`config.mk`:
```
export PLATFORM = sky130hd
export DESIGN_NAME = exe_stage_mc_flat
export DESIGN_NICKNAME = d
export VERILOG_FILES = /design/src/rtl/exe_pkg.sv /design/src/rtl/exe_stage_mc_if.sv /design/src/rtl/exe_iter_unit.sv /design/src/rtl/exe_stage_mc.sv /design/src/flat_wrapper.sv
export SDC_FILE = /design/constraint.sdc
export NUM_CORES = 1
export LEC_CHECK = 0
export ABC_AREA = 0
export CAP_MARGIN = 25
export CORE_MARGIN = 4
export CORE_UTILIZATION = 40
export CTS_CLUSTER_SIZE = 8
export DETAILED_ROUTE_END_ITERATION = 12
export GPL_TIMING_DRIVEN = 0
export HOLD_SLACK_MARGIN = 0.08
export SYNTH_ARGS = -nofsm -noshare
export SYNTH_HDL_FRONTEND = slang
export SYNTH_SLANG_ARGS = --single-unit
```
`constraint.sdc`:
```
create_clock -name clk -period 7.3 [get_ports clk]
set_input_delay 1.46 -clock clk [delete_from_list [all_inputs] [get_ports clk]]
set_output_delay 1.46 -clock clk [all_outputs]
set_load 0.05 [all_outputs]
```
`src/rtl/exe_pkg.sv`:
```
// Shared types for the handshaked multi-cycle execute stage.
package exe_pkg;

    localparam int ALU_OP_W = 3;

    typedef enum logic [ALU_OP_W-1:0] {
        ALU_ADD  = 3'd0,
        ALU_SUB  = 3'd1,
        ALU_AND  = 3'd2,
        ALU_XOR  = 3'd3,
        ALU_MUL  = 3'd4,
        ALU_MOD  = 3'd5,
        ALU_SHL  = 3'd6,
        ALU_PASS = 3'd7
    } alu_op_t;

    typedef enum logic [1:0] {
        IDLE = 2'd0,
        CALC = 2'd1,
        DONE = 2'd2
    } exe_state_t;

endpackage

```
`src/rtl/exe_stage_mc_if.sv`:
```
// Upstream/downstream handshake bundle of the execute stage; master = surrounding pipeline.
interface exe_stage_mc_if #(
    parameter int ARQ     = 16,
    parameter int JADDR_W = 13
);
    logic                          in_valid;
    logic                          in_ready;
    logic [exe_pkg::ALU_OP_W-1:0]  alu_op;
    logic                          mux_exe;
    logic                          branch_en;
    logic                          branch_ne;
    logic [ARQ-1:0]                src1;
    logic [ARQ-1:0]                srcdest;
    logic [ARQ-1:0]                imm;
    logic [JADDR_W-1:0]            jaddr;
    logic                          out_valid;
    logic                          out_ready;
    logic [ARQ-1:0]                alu_result;
    logic                          branch_taken;
    logic [JADDR_W-1:0]            jaddr_out;
    logic                          busy;
    logic                          div_by_zero;

    modport master (
        output in_valid, alu_op, mux_exe, branch_en, branch_ne,
               src1, srcdest, imm, jaddr, out_ready,
        input  in_ready, out_valid, alu_result, branch_taken,
               jaddr_out, busy, div_by_zero
    );

    modport slave (
        input  in_valid, alu_op, mux_exe, branch_en, branch_ne,
               src1, srcdest, imm, jaddr, out_ready,
        output in_ready, out_valid, alu_result, branch_taken,
               jaddr_out, busy, div_by_zero
    );
endinterface

```
`src/rtl/exe_iter_unit.sv`:
```
// Bit-serial engine: shift-add multiply, plus restoring remainder when EXE_MOD_EN is defined.
module exe_iter_unit #(
    parameter int ARQ = 16
) (
    input  logic           clk,
    input  logic           rst,
    input  logic           start_i,
    input  logic           op_mod_i,
    input  logic [ARQ-1:0] a_i,
    input  logic [ARQ-1:0] b_i,
    output logic           done_o,
    output logic           busy_o,
    output logic [ARQ-1:0] result_o
);
    localparam int CNT_W = $clog2(ARQ) + 1;

    logic [ARQ-1:0]   acc_q, acc_d;
    logic [ARQ-1:0]   x_q, x_d;
    logic [ARQ-1:0]   y_q, y_d;
    logic [CNT_W-1:0] cnt_q;
    logic             run_q;
    logic             done_q;
`ifdef EXE_MOD_EN
    logic             mod_q;
    logic [ARQ:0]     rem_t_s;
`else
    logic             unused_op_s;
    assign unused_op_s = op_mod_i;
`endif

    // One iteration: x is the shifting multiplicand / dividend, y the multiplier / divisor.
    always_comb begin
        acc_d = acc_q;
        x_d   = x_q;
        y_d   = y_q;
`ifdef EXE_MOD_EN
        rem_t_s = {acc_q, x_q[ARQ-1]};
        if (mod_q) begin
            x_d = {x_q[ARQ-2:0], 1'b0};
            if (rem_t_s >= {1'b0, y_q}) begin
                acc_d = ARQ'(rem_t_s - {1'b0, y_q});
            end else begin
                acc_d = rem_t_s[ARQ-1:0];
            end
        end else
`endif
        begin
            if (y_q[0]) begin
                acc_d = acc_q + x_q;
            end else begin
                acc_d = acc_q;
            end
            x_d = {x_q[ARQ-2:0], 1'b0};
            y_d = {1'b0, y_q[ARQ-1:1]};
        end
    end

    // Operand load on start, then ARQ iterations with a one-cycle done pulse after the last.
    always_ff @(posedge clk or negedge rst) begin
        if (!rst) begin
            acc_q  <= {ARQ{1'b0}};
            x_q    <= {ARQ{1'b0}};
            y_q    <= {ARQ{1'b0}};
            cnt_q  <= {CNT_W{1'b0}};
            run_q  <= 1'b0;
            done_q <= 1'b0;
`ifdef EXE_MOD_EN
            mod_q  <= 1'b0;
`endif
        end else begin
            done_q <= 1'b0;
            if (start_i) begin
                acc_q <= {ARQ{1'b0}};
                x_q   <= a_i;
                y_q   <= b_i;
                cnt_q <= {CNT_W{1'b0}};
                run_q <= 1'b1;
`ifdef EXE_MOD_EN
                mod_q <= op_mod_i;
`endif
            end else if (run_q) begin
                acc_q <= acc_d;
                x_q   <= x_d;
                y_q   <= y_d;
                if (cnt_q == CNT_W'(ARQ - 1)) begin
                    cnt_q  <= {CNT_W{1'b0}};
                    run_q  <= 1'b0;
                    done_q <= 1'b1;
                end else begin
                    cnt_q <= cnt_q + CNT_W'(1);
                end
            end else begin
                run_q <= 1'b0;
            end
        end
    end

    assign done_o   = done_q;
    assign busy_o   = run_q;
    assign result_o = acc_q;
endmodule

```
`src/rtl/exe_stage_mc.sv`:
```
// Handshaked execute stage with iterative MUL/MOD and BEQ/BNE resolution.
// Optional remainder datapath enabled by the EXE_MOD_EN macro.
module exe_stage_mc
    import exe_pkg::*;
#(
    parameter int ARQ     = 16,
    parameter int JADDR_W = 13
) (
    input  logic              clk,
    input  logic              rst,
    exe_stage_mc_if.slave     bus
);
    localparam int CNT_W = $clog2(ARQ) + 1;
    localparam int SH_W  = CNT_W - 1;

    exe_state_t         state_q;
    logic [ARQ-1:0]     alu_result_q;
    logic [JADDR_W-1:0] jaddr_out_q;
    logic               branch_taken_q;
    logic               div_by_zero_q;
    logic               pend_en_q;
    logic               pend_ne_q;
    logic [JADDR_W-1:0] pend_jaddr_q;

    alu_op_t            op_s;
    logic [ARQ-1:0]     opb_s;
    logic [ARQ-1:0]     res_s;
    logic               dbz_s;
    logic               multi_s;
    logic               in_ready_s;
    logic               accept_s;
    logic               start_s;
    logic               op_mod_s;
    logic               br_s;
    logic               iter_done_s;
    logic               iter_busy_s;
    logic [ARQ-1:0]     iter_res_s;

    assign op_s       = alu_op_t'(bus.alu_op);
    assign opb_s      = bus.mux_exe ? bus.imm : bus.srcdest;
    assign in_ready_s = (state_q == IDLE) || ((state_q == DONE) && bus.out_ready);
    assign accept_s   = bus.in_valid && in_ready_s;
    assign start_s    = accept_s && multi_s;
    assign op_mod_s   = (op_s == ALU_MOD);
    assign br_s       = bus.branch_en && ((res_s == {ARQ{1'b0}}) ^ bus.branch_ne);

    // Single-cycle result and decision on whether the op needs the iterative engine.
    always_comb begin
        res_s   = {ARQ{1'b0}};
        dbz_s   = 1'b0;
        multi_s = 1'b0;
        case (op_s)
            ALU_ADD:  res_s = bus.src1 + opb_s;
            ALU_SUB:  res_s = bus.src1 - opb_s;
            ALU_AND:  res_s = bus.src1 & opb_s;
            ALU_XOR:  res_s = bus.src1 ^ opb_s;
            ALU_SHL:  res_s = bus.src1 << opb_s[SH_W-1:0];
            ALU_PASS: res_s = opb_s;
            ALU_MUL:  multi_s = 1'b1;
            ALU_MOD: begin
`ifdef EXE_MOD_EN
                if (opb_s == {ARQ{1'b0}}) begin
                    res_s = bus.src1;
                    dbz_s = 1'b1;
                end else begin
                    multi_s = 1'b1;
                end
`else
                dbz_s = 1'b1;
`endif
            end
            default:  res_s = {ARQ{1'b0}};
        endcase
    end

    exe_iter_unit #(.ARQ(ARQ)) u_iter (
        .clk      (clk),
        .rst      (rst),
        .start_i  (start_s),
        .op_mod_i (op_mod_s),
        .a_i      (bus.src1),
        .b_i      (opb_s),
        .done_o   (iter_done_s),
        .busy_o   (iter_busy_s),
        .result_o (iter_res_s)
    );

    // Control FSM; result/branch registers only change when an op completes.
    always_ff @(posedge clk or negedge rst) begin
        if (!rst) begin
            state_q        <= IDLE;
            alu_result_q   <= {ARQ{1'b0}};
            jaddr_out_q    <= {JADDR_W{1'b0}};
            branch_taken_q <= 1'b0;
            div_by_zero_q  <= 1'b0;
            pend_en_q      <= 1'b0;
            pend_ne_q      <= 1'b0;
            pend_jaddr_q   <= {JADDR_W{1'b0}};
        end else begin
            case (state_q)
                IDLE, DONE: begin
                    if (accept_s && multi_s) begin
                        state_q        <= CALC;
                        branch_taken_q <= 1'b0;
                        div_by_zero_q  <= 1'b0;
                        pend_en_q      <= bus.branch_en;
                        pend_ne_q      <= bus.branch_ne;
                        pend_jaddr_q   <= bus.jaddr;
                    end else if (accept_s) begin
                        state_q        <= DONE;
                        alu_result_q   <= res_s;
                        jaddr_out_q    <= bus.jaddr;
                        branch_taken_q <= br_s;
                        div_by_zero_q  <= dbz_s;
                    end else if ((state_q == DONE) && bus.out_ready) begin
                        state_q        <= IDLE;
                        branch_taken_q <= 1'b0;
                        div_by_zero_q  <= 1'b0;
                    end else begin
                        state_q <= state_q;
                    end
                end
                CALC: begin
                    if (iter_done_s) begin
                        state_q        <= DONE;
                        alu_result_q   <= iter_res_s;
                        jaddr_out_q    <= pend_jaddr_q;
                        branch_taken_q <= pend_en_q &&
                                          ((iter_res_s == {ARQ{1'b0}}) ^ pend_ne_q);
                        div_by_zero_q  <= 1'b0;
                    end else begin
                        state_q <= CALC;
                    end
                end
                default: begin
                    state_q        <= IDLE;
                    branch_taken_q <= 1'b0;
                    div_by_zero_q  <= 1'b0;
                end
            endcase
        end
    end

    assign bus.in_ready     = in_ready_s;
    assign bus.out_valid    = (state_q == DONE);
    assign bus.alu_result   = alu_result_q;
    assign bus.jaddr_out    = jaddr_out_q;
    assign bus.branch_taken = branch_taken_q;
    assign bus.div_by_zero  = div_by_zero_q;
    assign bus.busy         = iter_busy_s;
endmodule

```
`src/flat_wrapper.sv`:
```
// flat-port wrapper written by rule: the top's interface ports become plain ports
module exe_stage_mc_flat import exe_pkg::*;
#(
    parameter int ARQ     = 16,
    parameter int JADDR_W = 13
)
  (clk, rst, bus_in_valid, bus_alu_op, bus_mux_exe, bus_branch_en, bus_branch_ne, bus_src1, bus_srcdest, bus_imm, bus_jaddr, bus_out_ready, bus_in_ready, bus_out_valid, bus_alu_result, bus_branch_taken, bus_jaddr_out, bus_busy, bus_div_by_zero);
  exe_stage_mc_if #(.ARQ(ARQ), .JADDR_W(JADDR_W)) bus_i ();
  input  logic clk;
  input  logic rst;
  input wire logic [$bits(bus_i.in_valid)-1:0] bus_in_valid;
  input wire logic [$bits(bus_i.alu_op)-1:0] bus_alu_op;
  input wire logic [$bits(bus_i.mux_exe)-1:0] bus_mux_exe;
  input wire logic [$bits(bus_i.branch_en)-1:0] bus_branch_en;
  input wire logic [$bits(bus_i.branch_ne)-1:0] bus_branch_ne;
  input wire logic [$bits(bus_i.src1)-1:0] bus_src1;
  input wire logic [$bits(bus_i.srcdest)-1:0] bus_srcdest;
  input wire logic [$bits(bus_i.imm)-1:0] bus_imm;
  input wire logic [$bits(bus_i.jaddr)-1:0] bus_jaddr;
  input wire logic [$bits(bus_i.out_ready)-1:0] bus_out_ready;
  output wire logic [$bits(bus_i.in_ready)-1:0] bus_in_ready;
  output wire logic [$bits(bus_i.out_valid)-1:0] bus_out_valid;
  output wire logic [$bits(bus_i.alu_result)-1:0] bus_alu_result;
  output wire logic [$bits(bus_i.branch_taken)-1:0] bus_branch_taken;
  output wire logic [$bits(bus_i.jaddr_out)-1:0] bus_jaddr_out;
  output wire logic [$bits(bus_i.busy)-1:0] bus_busy;
  output wire logic [$bits(bus_i.div_by_zero)-1:0] bus_div_by_zero;
  assign bus_i.in_valid = bus_in_valid;
  assign bus_i.alu_op = bus_alu_op;
  assign bus_i.mux_exe = bus_mux_exe;
  assign bus_i.branch_en = bus_branch_en;
  assign bus_i.branch_ne = bus_branch_ne;
  assign bus_i.src1 = bus_src1;
  assign bus_i.srcdest = bus_srcdest;
  assign bus_i.imm = bus_imm;
  assign bus_i.jaddr = bus_jaddr;
  assign bus_i.out_ready = bus_out_ready;
  assign bus_in_ready = bus_i.in_ready;
  assign bus_out_valid = bus_i.out_valid;
  assign bus_alu_result = bus_i.alu_result;
  assign bus_branch_taken = bus_i.branch_taken;
  assign bus_jaddr_out = bus_i.jaddr_out;
  assign bus_busy = bus_i.busy;
  assign bus_div_by_zero = bus_i.div_by_zero;
  exe_stage_mc #(.ARQ(ARQ), .JADDR_W(JADDR_W)) u_core (.clk(clk), .rst(rst), .bus(bus_i));
endmodule
```
==> results of run 1 <==
==> worst register-to-register path, cell delays in order (launching register included) <==
cell	delay (ns)
dfrtp_1	0.46
ha_1	0.31
a21o_1	0.18
a21o_1	0.18
nand2_1	0.11
a211oi_1	0.10
a41o_1	0.27
o41a_1	0.38
a221oi_1	0.34
xor2_1	0.14
or3_1	0.32
a21oi_1	0.14
==> sequential cells by signal (all words and copies together) (netlist names) <==
name and cells:
u_core.bus.alu_result 16, u_core.u_iter.result_o 16, u_core.u_iter.x_q 16, u_core.u_iter.y_q 16, u_core.bus.jaddr_out 13, u_core.pend_jaddr_q 13, u_core.u_iter.cnt_q 5, u_core.state_q 2
u_core.bus.branch_taken 1, u_core.bus.div_by_zero 1, u_core.pend_en_q 1, u_core.pend_ne_q 1, u_core.u_iter.busy_o 1, u_core.u_iter.done_o 1
==> stage by stage <==
stage	worst slack [ns]	power (mW)	cells	area, um^2	util, %
floorplan	1.50	1.84	975	7900	-
global placement	-0.173	2.25	1341	9240	47.5
detailed placement	0.169	2.27	1343	9270	47.6
CTS	0.538	2.79	1359	9580	49.2
global route	0.0839	2.98	1359	9580	49.2
finish	0.461	2.78	1359	9580	49.2
==> cell usage after synthesis (13+ instances only) <==
master and count:
ha_1 49, nor2_1 92, dfrtp_1 103, clkbuf_1 44, a31oi_1 21, xor2_1 13
xnor2_1 24, nand3_1 21, nand2_1 182, inv_1 20, a211oi_1 14, mux2i_1 64
nor3_1 18, a21oi_1 70, o21ai_0 66
==> layout by cell type, fill, tap and decap left out, drive strengths merged, types with 5 or more instances in the layout <==
master and instances:
a22o 10, nor2 92, o22ai 8, nor4 9, o21ai 67, nor3 18
or3 5, xnor2 24, dfrtp 103, a221oi 8, inv 27, xor2 13
clkdlybuf4s50 100, a21o 9, nand2b 8, mux2i 66, nor2b 12, nand3 21
a21oi 70, a211oi 14, clkbuf 53, buf 14, a31oi 21, o211ai 11
and3 5, a22oi 7, nand2 182, ha 49, mux2 10
==> cell type report <==
class / instances / area (um^2) / area share, %
plain buffers: 55 / 216 / 2.26
clock buffers: 9 / 225 / 2.35
clock inverters: 7 / 88.8 / 0.927
inverters: 25 / 93.8 / 0.979
multi-input cells: 792 / 5010 / 52.3
flip-flops and latches: 103 / 2580 / 26.9
well taps: 265 / 332 / 3.46
repair buffers: 103 / 1040 / 10.9
==> worst min-delay path by stage <==
| stage | from | end | slack (ns) | cells after the start |
|---|---|---|---|---|
| after global placement | u_core.u_iter.cnt_q[4] | u_core.u_iter.done_o | 0.44 | 1 |
| after CTS | u_core.u_iter.cnt_q[4] | u_core.u_iter.done_o | 0.46 | 1 |
| after floorplan | u_core.u_iter.cnt_q[4] | u_core.u_iter.done_o | 0.41 | 1 |
| final | u_core.u_iter.cnt_q[4] | u_core.u_iter.done_o | 0.46 | 1 |
| after detailed placement | u_core.u_iter.cnt_q[4] | u_core.u_iter.done_o | 0.46 | 1 |
| after global routing | u_core.pend_jaddr_q[11] | u_core.pend_jaddr_q[11] | 0.50 | 2 |
==> metal layers <==
metal / global-route usage [%] / vias to the layer above
li1: - / 3721
met5: 0 / -
met3: 3.96 / 67
met2: 39.2 / 308
met4: 8.78 / 0
met1: 32.3 / 3676
==> logic make-up (layout without fill, tap and decap cells) <==
| logic type | after synthesis | after routing | synth area share, % |
|---|---|---|---|
| and+or+nand+nor | 370 | 370 | 20.3 |
| DFF | 103 | 103 | 32.6 |
| muxes | 77 | 77 | 10.2 |
| xor gates and xnor gates | 37 | 37 | 4.10 |
| adders and majority gates | 51 | 51 | 8.27 |
| buffers and inverters | 80 | 199 | 3.93 |
| AOI/OAI and AO/OA | 257 | 257 | 20.6 |
==> report_power, final <==
group          internal [mW]  total [mW]  switching (mW)
combinational          0.533        1.34           0.807
sequential             0.758       0.928           0.169
clock                  0.274       0.516           0.243
total                   1.57        2.78            1.22
==> impl_results.md, run 1 <==
* Status: finished clean
* Worst-margin pin slew at 0.922 ns
* Post-CTS resize count at 0
* Final hold vios at 0
* Async set or reset register ratio after synthesis at 100%
* DRT Pass-1 Iters at 5
* RSZ-0062 raised after global routing: no
* # DRC at 0
* Root Driver: clkbuf_16
* Global placement routability congestion at 0.982
* Met2 WL at 12300 um
* Met3 wire len at 1660 um
* Mapped Nets at 1097
* Worst Setup SP: bus_mux_exe
* CTS buffer count at 9
* Antenna viol nets, final at 0
* Gr usage total at 24.0%
* # rows at 51
* H-tree depth at 3
* WL final at 26400 um
* Initial antenna violation count at 0
* Synthesized area at 7900 um^2
* Setup bufs post-CTS at 0
* Crit Path Max Fanout at 10
* Initial Util at 40.6%
* R2r setup slk at 4.30 ns
* Die extent in x at 148 um
* Path length in cells of the critical path at 19
* Leading area contributor after synthesis: dfrtp_1
* Clk slew on worst S/H paths at 0.07 ns
* CP Capture Point: u_core.bus.branch_taken
* Worst VDD drop at 0.117 mV
* Max-slew headroom at 37.0%
* Yosys warns at 0
* Delay-heaviest family, CP: compound AO/OA/AOI/OAI gates
* Netlist cell types at 66
* Critical Path End Type: flop
* Detailed Place HPWL at 20600 um
* ANT cells at 0
* Worst path required time at 7.53 ns
* Fin crit share at 93.7%
* Die Y at 148 um
* Synthesized flop and latch total at 103
* Final Max Slew Viols at 0
* Layout area overhead at 21.4%
* Metal-1 WL at 11600 um
* Fmax at 0.146 GHz
* 1st-iter DRT viols at 552
* Top Ports at 105
* Die area at 22000 um^2
* Max Cap Viol at 0
* Global route overflow at 0
* Clock period minus worst slack at 6.84 ns
* TritonCTS clock tree: built
* R2R cell count at 11
* Max Clock Skew at 0.0112 ns
* CP max-delay cell: o311ai_0
* Vias/cell at 5.72
* Hold buffers post-CTS at 0
* Final setup violation count at 0
* TNS Setup at 0 ns
* Seq/Total Area, Yosys at 32.6%
* PD cells at 291 nW/um^2
* Via count at 7772
* Synthesized netlist cell count at 975
* Critical R2R Launch: u_core.u_iter.result_o[1]
* Lkg Pwr at 4.31 nW
* Drt wl/cell at 19.4 um
* CP Buf/Inv Count at 4
* Core ar. at 19500 um^2
* Hold Slack at 0.456 ns
* IO buf count at 101
* Largest net degree at the start of global routing at 57
* Share of the synthesized area in the top cell type at 32.6%
* # nets final at 1211
* Critical path data arrival time at 7.07 ns
* Crit Path Class: input port to flop
* Reg2reg end: u_core.u_iter.result_o[15]
* Largest cells by area after synthesis: dfrtp_1, nand2_1, mux2i_1
* Longest Clk Path Bufs at 2
* Top FF cell, synth: dfrtp_1
* Worst-path cell chain: clkdlybuf4s50_1 -> buf_4 -> mux2i_1 -> clkbuf_1 -> ha_1 -> nand2_1 -> nor2_1 -> nor2_1 -> xnor2_1 -> ha_1 -> clkbuf_1 -> and3_1 -> o211ai_1 -> a41oi_1 -> o311ai_0 -> o211ai_1 -> nor4_2 -> mux2i_1 -> or3_1
* Worst hold-check path type: flop to flop
* Layout cells sized above 1 at 3.93%
* Sink Count at 103
* Clock latency on the worst-skew pair at 0.36 ns
* Critical Path Source Type: input port
* Vias in the first global route at 7502
* Worst stage delay on the critical path at 0.84 ns
* Syn avg cell area at 8.10 um^2
* Top Layer Used: met4
* First-pass GRT wire length at 41600 um
* Filler cells at 1926
* Post-synth EDFFs at 0
Note: power is estimated with default switching activity, not from simulation.
==> run 2: changes to the inputs <==
--- a/config.mk
+++ b/config.mk
@@ -5,14 +5,14 @@
 export SDC_FILE = /design/constraint.sdc
 export NUM_CORES = 1
 export LEC_CHECK = 0
-export ABC_AREA = 0
+export ABC_AREA = 1
 export CAP_MARGIN = 25
 export CORE_MARGIN = 4
 export CORE_UTILIZATION = 40
 export CTS_CLUSTER_SIZE = 8
 export DETAILED_ROUTE_END_ITERATION = 12
-export GPL_TIMING_DRIVEN = 0
 export HOLD_SLACK_MARGIN = 0.08
+export RECOVER_POWER = 100
 export SYNTH_ARGS = -nofsm -noshare
 export SYNTH_HDL_FRONTEND = slang
 export SYNTH_SLANG_ARGS = --single-unit
==> run 2 against run 1 <==
The run now ends with capacitance limit, slew limit left. Maximum frequency is 11% higher. Setup slack better by 0.65 ns. Register-to-register slack worse by 1.5 ns. Hold slack better by 0.017 ns. Sequential cell count stayed put. Area after synthesis is 3.8% higher. Largest power group unchanged. Highest routed layer unchanged.
==> impl_results.md, run 2 <==
* # nets final at 1406
* Vias/cell at 5.36
* Initial antenna violation count at 0
* Clk slew on worst S/H paths at 0.08 ns
* Crit Path Max Fanout at 24
* Sink Count at 103
* Multi-input gate area at 4780 um^2
* Layout area overhead at 18.2%
* Core ar. at 20200 um^2
* Longest Clk Path Bufs at 2
* Crit Path Class: input port to flop
* Drt wl/cell at 17.3 um
* Async set or reset register ratio after synthesis at 100%
* RSZ-0062 raised after global routing: no
* Most used cell, CP: nand2_1
* Most numerous cell in the Yosys netlist: nand2_1
* Share of the synthesized area in the top cell type at 31.4%
* Pwr Total at 2.63 mW
* # DRC at 0
* Die Y at 151 um
* Synthesized flop and latch total at 103
* Mapped Nets at 1323
* Status: finished with violations
* Final hold vios at 0
* R2R cell count at 11
* CP max-delay cell: dlygate4sd3_1
* Netlist cell types at 55
* XOR/XNOR share of the synthesized area at 1.92%
* Setup bufs post-CTS at 0
* H-tree depth at 3
* Vias in the first global route at 7780
* Placed Cells at 1540
* Post-CTS resize count at 0
* Fin crit share at 84.8%
* Critical path data arrival time at 6.44 ns
* Worst-margin pin slew at 2.04 ns
* Final Max Slew Viols at 106
* Syn avg cell area at 6.83 um^2
* NetSw at 1.20 mW
* Sw Ratio at 45.5%
* Most frequent cells in the layout: nand2_1, inv_1, nand3_1
* ANT cells at 0
* Final setup violation count at 0
* # rows at 52
* Critical Path End Type: flop
* Worst VDD drop at 0.151 mV
* WHS Path Cells at 2
* Layout cells sized above 1 at 4.19%
* Clock period minus worst slack at 6.19 ns
* Post-route insts no fill at 1559
* CTS buffer count at 9
* Max Cap Viol at 3
* Seq/Total Area, Yosys at 31.4%
* Top FF cell, synth: dfrtp_1
* Global route overflow at 0
* Commonest non-fill, non-tap cell in the layout: nand2_1
* Via count at 8364
* WL final at 27000 um
* Synth Area in Simple Gates at 32.4%
* FF+latch area at 2580 um^2
* Clock latency on the worst-skew pair at 0.36 ns
* DRT Pass-1 Iters at 8
* Hold buffers post-CTS at 0
* Clock share of power at 18.8%
* Synth Area in Adders at 7.97%
* TNS Setup at 0 ns
* Largest net degree at the start of global routing at 76
* Worst stage delay on the critical path at 1.04 ns
* Proportion of synthesized area in mux cells at 0%
* PD cells at 272 nW/um^2
* Gr usage total at 24.1%
* Die extent in x at 151 um
* Synthesized area at 8200 um^2
* Die area at 22800 um^2
* Max Clock Skew at 0.0137 ns
* IO buf count at 104
* Internal at 1.44 mW
* Largest cells by area after synthesis: dfrtp_1, nand2_1, ha_1
* Main combinational cell family by area after synthesis: simple AND/OR/NAND/NOR gates
* Synth top cells by count: nand2_1, inv_1, nand3_1
* Failing checks: capacitance limit, slew limit
* Initial Util at 40.6%
* Compound-Gate Fraction of Synth Area at 16.1%
* Yosys warns at 0
* Fmax at 0.162 GHz
* Max-slew headroom at -36.0%
* Post-synth EDFFs at 0
* Seq pwr share at 33.8%
* Filler cells at 2078
* Logic pwr share at 47.4%
* Synthesized netlist cell count at 1201
* Lkg Pwr at 4.78 nW
* Critical Path Source Type: input port
* Antenna viol nets, final at 0
* Root Driver: clkbuf_16
* Top Ports at 105
* Worst path required time at 7.56 ns
* Global placement routability congestion at 0.950
* Leading area contributor after synthesis: dfrtp_1
* TritonCTS clock tree: built
* 1st-iter DRT viols at 656
* Detailed Place HPWL at 21000 um
* First-pass GRT wire length at 42900 um
* Worst hold-check path type: flop to flop
## run 2: final timing paths
check,startpoint,to,slack [ns]
worst max-delay path,bus_mux_exe,u_core.bus.branch_taken,1.11
worst min-delay path,u_core.pend_jaddr_q[0],u_core.pend_jaddr_q[0],0.47
worst max register to register,u_core.state_q[1],u_core.u_iter.result_o[12],2.77
worst min register to register,u_core.pend_jaddr_q[0],u_core.pend_jaddr_q[0],0.47
max in group asynchronous,rst,u_core.bus.jaddr_out[10],4.42
min in group asynchronous,rst,u_core.bus.alu_result[6],1.49
## run 2: stage by stage
stage                     setup slack [ns]  hold WS [ns]  cell area, um^2  util [%]
after floorplan                       2.77         0.440             8200         -
after global placement                1.22         0.454             9390      46.6
after detailed placement              1.12         0.459             9400      46.6
after CTS                             1.49         0.477             9700      48.1
after global routing                 0.686         0.499             9690      48.0
final                                 1.11         0.473             9690      48.0
## run 2: cell type report
cell class / instances / area share (%)
clock inverters: 6 / 0.710
repair buffers: 116 / 11.6
clock buffers: 10 / 2.36
inverters: 152 / 5.94
flip-flops and latches: 103 / 26.6
well taps: 270 / 3.49
multi-input cells: 902 / 49.3
## run 2: routing by layer
metal,share of wire [%],up-vias,global-route usage (%)
li1,-,4144,-
met1,47,3886,34.6
met2,45,291,37.8
met3,6.1,43,3.89
met4,2.3,0,6.30
met5,0,-,0
## run 2: power by group through the flow
stage / registers, mW / clock network [mW] / logic [mW]
floorplan: 1.03 / 0 / 0.717
global placement: 0.898 / 0 / 1.26
detailed placement: 0.900 / 0 / 1.27
CTS: 0.891 / 0.511 / 1.28
global route: 0.914 / 0.526 / 1.39
finish: 0.891 / 0.496 / 1.25
## run 2: logic make-up after synthesis
kind of cell               count (synthesis)
AOI/OAI and AO/OA                        217
xor gates and xnor gates                  18
adders and majority gates                 51
buffers and inverters                    196
DFF                                      103
and+or+nand+nor                          616
## run 2: critical path: cells and delay by family
family | cells | cell delay, ns
simple gates | 24 | 2.77
buf+inv | 2 | 1.20
fa+ha+maj | 2 | 0.86
xor+xnor | 1 | 0.15
